[config.mk]
export PLATFORM = sky130hd
export DESIGN_NAME = remote_comm
export DESIGN_NICKNAME = d
export VERILOG_FILES = /design/src/rtl/remote_comm.sv
export SDC_FILE = /design/constraint.sdc
export NUM_CORES = 1
export LEC_CHECK = 0
export CAP_MARGIN = 20
export CORE_MARGIN = 4
export CORE_UTILIZATION = 57
export DETAILED_ROUTE_END_ITERATION = 10
export PLACE_DENSITY = 0.81
export SLEW_MARGIN = 0
export SYNTH_ARGS = -nofsm -noshare
export SYNTH_HDL_FRONTEND = slang
export SYNTH_SLANG_ARGS = --single-unit
[constraint.sdc]
create_clock -name clk -period 2.5 [get_ports clk]
set_input_delay 0.375 -clock clk [delete_from_list [all_inputs] [get_ports clk]]
set_output_delay 0.375 -clock clk [all_outputs]
set_load 0.05 [all_outputs]
[src/rtl/remote_comm.sv]
// Host-side UART command/response endpoint: sends a 16-bit command as two
// 8N1 bytes (high byte first) and receives single-byte responses.
module remote_comm #(
    parameter int BAUD_DIV = 2604
) (
    input  logic        clk,
    input  logic        rst,
    input  logic        RX,
    output logic        TX,
    input  logic [15:0] cmd,
    input  logic        send_cmd,
    output logic        cmd_sent,
    output logic        resp_rdy,
    output logic [7:0]  resp
);

    localparam logic [11:0] BIT_LAST  = 12'(BAUD_DIV - 1);
    localparam logic [11:0] HALF_LAST = 12'(BAUD_DIV / 2 - 1);

    localparam logic [1:0] TX_IDLE = 2'd0;
    localparam logic [1:0] TX_HIGH = 2'd1;
    localparam logic [1:0] TX_LOW  = 2'd2;
    localparam logic [1:0] TX_DONE = 2'd3;

    localparam logic [2:0] RX_IDLE  = 3'd0;
    localparam logic [2:0] RX_START = 3'd1;
    localparam logic [2:0] RX_DATA  = 3'd2;
    localparam logic [2:0] RX_STOP  = 3'd3;
    localparam logic [2:0] RX_WAIT  = 3'd4;

    logic [1:0]  tx_state;
    logic [11:0] tx_cnt;
    logic [3:0]  tx_idx;
    logic [15:0] cmd_hold;
    logic [7:0]  tx_byte;
    logic [9:0]  tx_frame;
    logic        tx_bit;
    logic        tx_q;
    logic        send_ok;

    logic        rx_p0;
    logic        rx_p1;
    logic [2:0]  rx_state;
    logic [11:0] rx_cnt;
    logic [2:0]  rx_idx;
    logic [7:0]  rx_shift;
    logic        rx_start;
    logic        rx_done;

    assign send_ok = send_cmd && (tx_state == TX_IDLE);
    assign TX      = tx_q;

    always_comb begin
        tx_byte  = (tx_state == TX_HIGH) ? cmd_hold[15:8] : cmd_hold[7:0];
        tx_frame = {1'b1, tx_byte, 1'b0};
        tx_bit   = 1'b1;
        if (tx_state == TX_HIGH || tx_state == TX_LOW)
            tx_bit = tx_frame[tx_idx];
    end

    // TX output is registered, so the line lags the state by one clock: the
    // start bit appears the edge after acceptance.
    always_ff @(posedge clk) begin
        if (rst) begin
            tx_state <= TX_IDLE;
            tx_cnt   <= '0;
            tx_idx   <= '0;
            tx_q     <= 1'b1;
            cmd_sent <= 1'b0;
        end else begin
            tx_q <= tx_bit;
            case (tx_state)
                TX_IDLE: begin
                    if (send_cmd) begin
                        cmd_sent <= 1'b0;
                        tx_cnt   <= '0;
                        tx_idx   <= '0;
                        tx_state <= TX_HIGH;
                    end
                end
                TX_HIGH, TX_LOW: begin
                    if (tx_cnt == BIT_LAST) begin
                        tx_cnt <= '0;
                        if (tx_idx == 4'd9) begin
                            tx_idx   <= '0;
                            tx_state <= (tx_state == TX_HIGH) ? TX_LOW : TX_DONE;
                        end else begin
                            tx_idx <= tx_idx + 4'd1;
                        end
                    end else begin
                        tx_cnt <= tx_cnt + 12'd1;
                    end
                end
                default: begin
                    cmd_sent <= 1'b1;
                    tx_state <= TX_IDLE;
                end
            endcase
        end
    end

    always_ff @(posedge clk) begin
        if (send_ok)
            cmd_hold <= cmd;
    end

    // Receive side: two-flop synchronizer, idle-high.
    always_ff @(posedge clk) begin
        if (rst) begin
            rx_p0 <= 1'b1;
            rx_p1 <= 1'b1;
        end else begin
            rx_p0 <= RX;
            rx_p1 <= rx_p0;
        end
    end

    assign rx_start = (rx_state == RX_IDLE) && !rx_p1;
    assign rx_done  = (rx_state == RX_STOP) && (rx_cnt == BIT_LAST) && rx_p1;

    always_ff @(posedge clk) begin
        if (rst) begin
            rx_state <= RX_IDLE;
            rx_cnt   <= '0;
            rx_idx   <= '0;
        end else begin
            case (rx_state)
                RX_IDLE: begin
                    if (!rx_p1) begin
                        rx_cnt   <= '0;
                        rx_state <= RX_START;
                    end
                end
                RX_START: begin
                    if (rx_cnt == HALF_LAST) begin
                        rx_cnt   <= '0;
                        rx_idx   <= '0;
                        rx_state <= rx_p1 ? RX_IDLE : RX_DATA;
                    end else begin
                        rx_cnt <= rx_cnt + 12'd1;
                    end
                end
                RX_DATA: begin
                    if (rx_cnt == BIT_LAST) begin
                        rx_cnt <= '0;
                        rx_idx <= rx_idx + 3'd1;
                        if (rx_idx == 3'd7)
                            rx_state <= RX_STOP;
                    end else begin
                        rx_cnt <= rx_cnt + 12'd1;
                    end
                end
                RX_STOP: begin
                    if (rx_cnt == BIT_LAST) begin
                        rx_cnt   <= '0;
                        rx_state <= rx_p1 ? RX_IDLE : RX_WAIT;
                    end else begin
                        rx_cnt <= rx_cnt + 12'd1;
                    end
                end
                RX_WAIT: begin
                    // Framing error: hold off until the line returns high.
                    if (rx_p1)
                        rx_state <= RX_IDLE;
                end
                default: rx_state <= RX_IDLE;
            endcase
        end
    end

    always_ff @(posedge clk) begin
        if (rx_state == RX_DATA && rx_cnt == BIT_LAST)
            rx_shift <= {rx_p1, rx_shift[7:1]};
    end

    // A completing byte wins over the clear from a same-cycle send_cmd.
    always_ff @(posedge clk) begin
        if (rst) begin
            resp     <= 8'h00;
            resp_rdy <= 1'b0;
        end else begin
            if (rx_done) begin
                resp     <= rx_shift;
                resp_rdy <= 1'b1;
            end else if (rx_start || send_ok) begin
                resp_rdy <= 1'b0;
            end
        end
    end

endmodule

==> impl_metrics.env, run 1 <==
export IMPL_relSlewSlack_pct=43.0
export IMPL_p_clk_share_pct=34.4
export IMPL_outcome="completed"
export IMPL_num_vias=2741
export IMPL_cts_hold_fix_buffers=0
export IMPL_power_internal_w=0.00230
export IMPL_yosys_top_cells_area="dfxtp_1, edfxtp_1, nand2b_1, ha_1, mux2i_1"
export IMPL_cp_data_arrival_time_ns=2.45
export IMPL_path_max_fanout=5
export IMPL_grt_max_degree=25
export IMPL_syn_mean_instance_area_um2=10.2
export IMPL_cts_htree_levels=3
export IMPL_comb_power_share_pct=21.1
export IMPL_ys_warn_count=0
export IMPL_seqPwrFrac_pct=44.4
export IMPL_grt_util_all_layers_pct=21.1
export IMPL_ys_seq_elements=73
export IMPL_io_pins=31
export IMPL_rows=28
export IMPL_finalSetupViolations=0
export IMPL_clkTransAtPathRegs_ns=0.08
export IMPL_synth_most_common_cell="dfxtp_1"
export IMPL_die_height_um=86.8
export IMPL_fin_crit_sh_pct=88.8
export IMPL_antenna_left=0
export IMPL_post_cts_resize_count=0
export IMPL_core_area_mm2=0.00599
export IMPL_fin_nets=409
export IMPL_holdCritPathClass="flip-flop to flip-flop"
export IMPL_synth_ff_type="dfxtp_1"
export IMPL_die_w_um=86.8
export IMPL_p_sw_w=0.000899
export IMPL_yosysSeqAreaShare_pct=48.0
export IMPL_place_port_buffers=30
export IMPL_critPathTopFamily="multiplexers"
export IMPL_synth_distinct_cells=60
export IMPL_cp_slowest_cell="mux4_2"
export IMPL_synth_edf_count=24
export IMPL_grt_ovfl_total=0
export IMPL_syn_nets=379
export IMPL_clock_fmax_ghz=0.451
export IMPL_synthArstFlopShare_pct=0
export IMPL_postSynthCellCount=348
export IMPL_critPathCaptureType="flip-flop"
export IMPL_max_cap_viol_count=0
export IMPL_p_per_area_mw_per_mm2=771
export IMPL_antenna_found_initial=0
export IMPL_gp_congestion=0.825
export IMPL_ir_drop_uv=585
export IMPL_nFillCells=447
export IMPL_synth_common_cells="dfxtp_1, edfxtp_1, nand2b_1, a21oi_1, nor2_1"
export IMPL_drive_gt1_share_pct=10.7
export IMPL_grt_pass1_wl_um=12500
export IMPL_cp_slowest_stage_delay_ns=0.54
export IMPL_drt_pass1_iterations=4
export IMPL_yosys_area_top_type_share_pct=27.7
export IMPL_clock_sinks=73
export IMPL_fin_crit_ns=2.22
export IMPL_fp_dieArea_mm2=0.00754
export IMPL_skew_ns=0.00900
export IMPL_tns_ns=0
export IMPL_layout_setup_ws_ns=0.280
export IMPL_slew_violations=0
export IMPL_cellLeakagePower_nw=1.32
export IMPL_route_detailed_drc=0
export IMPL_cp_cell_sequence="inv_1 -> ha_1 -> mux4_2 -> mux2i_1 -> a221oi_1 -> or4b_1"
export IMPL_clk_latency_ns=0.35
export IMPL_crit_path_start_kind="flip-flop"
export IMPL_drt_total_wl_um=7390
export IMPL_initial_utilization_pct=59.1
export IMPL_swShare_pct=28.1
export IMPL_num_antenna_cells=0
export IMPL_drt_iter0_markers=120
export IMPL_path_class="flip-flop to flip-flop"
export IMPL_post_drt_wl_per_cell_um=16.1
export IMPL_area_delta_synth_final_pct=17.2
export IMPL_viasPerCell=5.98
export IMPL_worst_slew_pin_slew_ns=0.853
export IMPL_worstPathRequired_ns=2.73
export IMPL_numCtsBuffers=9
export IMPL_cts_root_buf="clkbuf_8"
export IMPL_cp_buffers_inverters=1
export IMPL_post_cts_buffers=0
export IMPL_rsz0062_at_grt="no"
export IMPL_synth_top_area_cell="dfxtp_1"
export IMPL_hpwlAfterDp_um=5030
export IMPL_first_global_vias=2598
export IMPL_cts_tree="built"
export IMPL_clock_path_buffers=2
export IMPL_finalHoldViolations=0
export IMPL_dp_slack_ns=0.187
export IMPL_synth_area_mm2=0.00354
-- worst paths after layout --
kind / from / end / slack (ns) / cells past startpoint
max: tx_state[1] / TX / 0.28 / 6
max reg2reg: tx_state[1] / TX / 0.28 / 6
min reg2reg: rx_p0 / rx_p1 / 0.41 / 1
min: rx_p0 / rx_p1 / 0.41 / 1
-- kinds of logic after synthesis --
| family | count (synthesis) | synth area share, % |
|---|---|---|
| simple gates | 135 | 22.6 |
| flops | 73 | 48.0 |
| compound gates | 72 | 14.1 |
| buf+inv | 33 | 3.71 |
| mux | 18 | 6.22 |
| fa+ha+maj | 11 | 3.89 |
| xor+xnor | 6 | 1.48 |
-- layout by cell type, fill, tap and decap left out, types with 11 or more instances in the layout --
cell type	synthesis	layout
inv_1	14	14
nand2b_1	24	24
dfxtp_1	49	49
mux2i_1	13	13
edfxtp_1	24	24
ha_1	11	11
clkdlybuf4s50_1	0	30
a21oi_1	20	20
nand2_1	19	19
nor2_1	20	20
-- power by group through the flow --
stage / Clock (W) / Sequential, W / Combinational, W
after floorplan: 0 / 0.00147 / 0.000458
after detailed placement: 0 / 0.00145 / 0.000672
after CTS: 0.00112 / 0.00142 / 0.000680
final: 0.00110 / 0.00142 / 0.000677
after global placement: 0 / 0.00144 / 0.000646
after global routing: 0.00117 / 0.00144 / 0.000743
-- per-stage QoR --
stage	hold WS, ns	cell area, um2	util (%)	std cells	power (W)
finish	0.411	4150	69.3	458	0.00320
global route	0.447	4150	69.3	458	0.00335
CTS	0.412	4150	69.2	457	0.00322
detailed placement	0.395	3910	65.3	441	0.00212
global placement	0.394	3910	65.3	441	0.00209
floorplan	0.389	3540	-	348	0.00193
-- worst reg2reg max path: cells and delay by family (launching register included) --
kind,cells,cell delay [ns]
muxes,2,0.72
DFF,1,0.34
and+or+nand+nor,1,0.49
buffers and inverters,1,0.10
adders and majority gates,1,0.36
AOI/OAI and AO/OA,1,0.10
-- area by class of cell --
| type | instances | area, um2 | area share (%) |
|---|---|---|---|
| timing repair buffer | 38 | 360 | 8.68 |
| inverter | 14 | 52.6 | 1.27 |
| tap | 75 | 93.8 | 2.26 |
| sequential | 73 | 1700 | 41.0 |
| clock inverter | 5 | 104 | 2.50 |
| multi-input combinational | 242 | 1710 | 41.2 |
| clock buffer | 11 | 131 | 3.16 |
-- flip-flops by register name, indices dropped and copies added, names as in the netlist --
signal	flops
rx_state	3
rx_p0	1
rx_idx	3
tx_cnt	12
tx_state	2
rx_cnt	12
TX	1
resp	8
resp_rdy	1
rx_p1	1
rx_shift	8
tx_idx	4
cmd_hold	16
cmd_sent	1
-- layer usage --
metal	vias to the layer above	track usage [%]	part of all wire, %
met5	-	0	0
met4	0	9.49	1.7
met3	13	3.99	3.9
met2	54	34.2	51
met1	1320	27.5	44
li1	1354	-	-
Note: power is estimated with default switching activity, not from simulation.
==> run 2, diff against run 1 <==
GPL_ROUTABILITY_DRIVEN = 0   (was default)
==> results of run 2 <==
The final DEF is identical to that of run 1; final timing and power are the same.
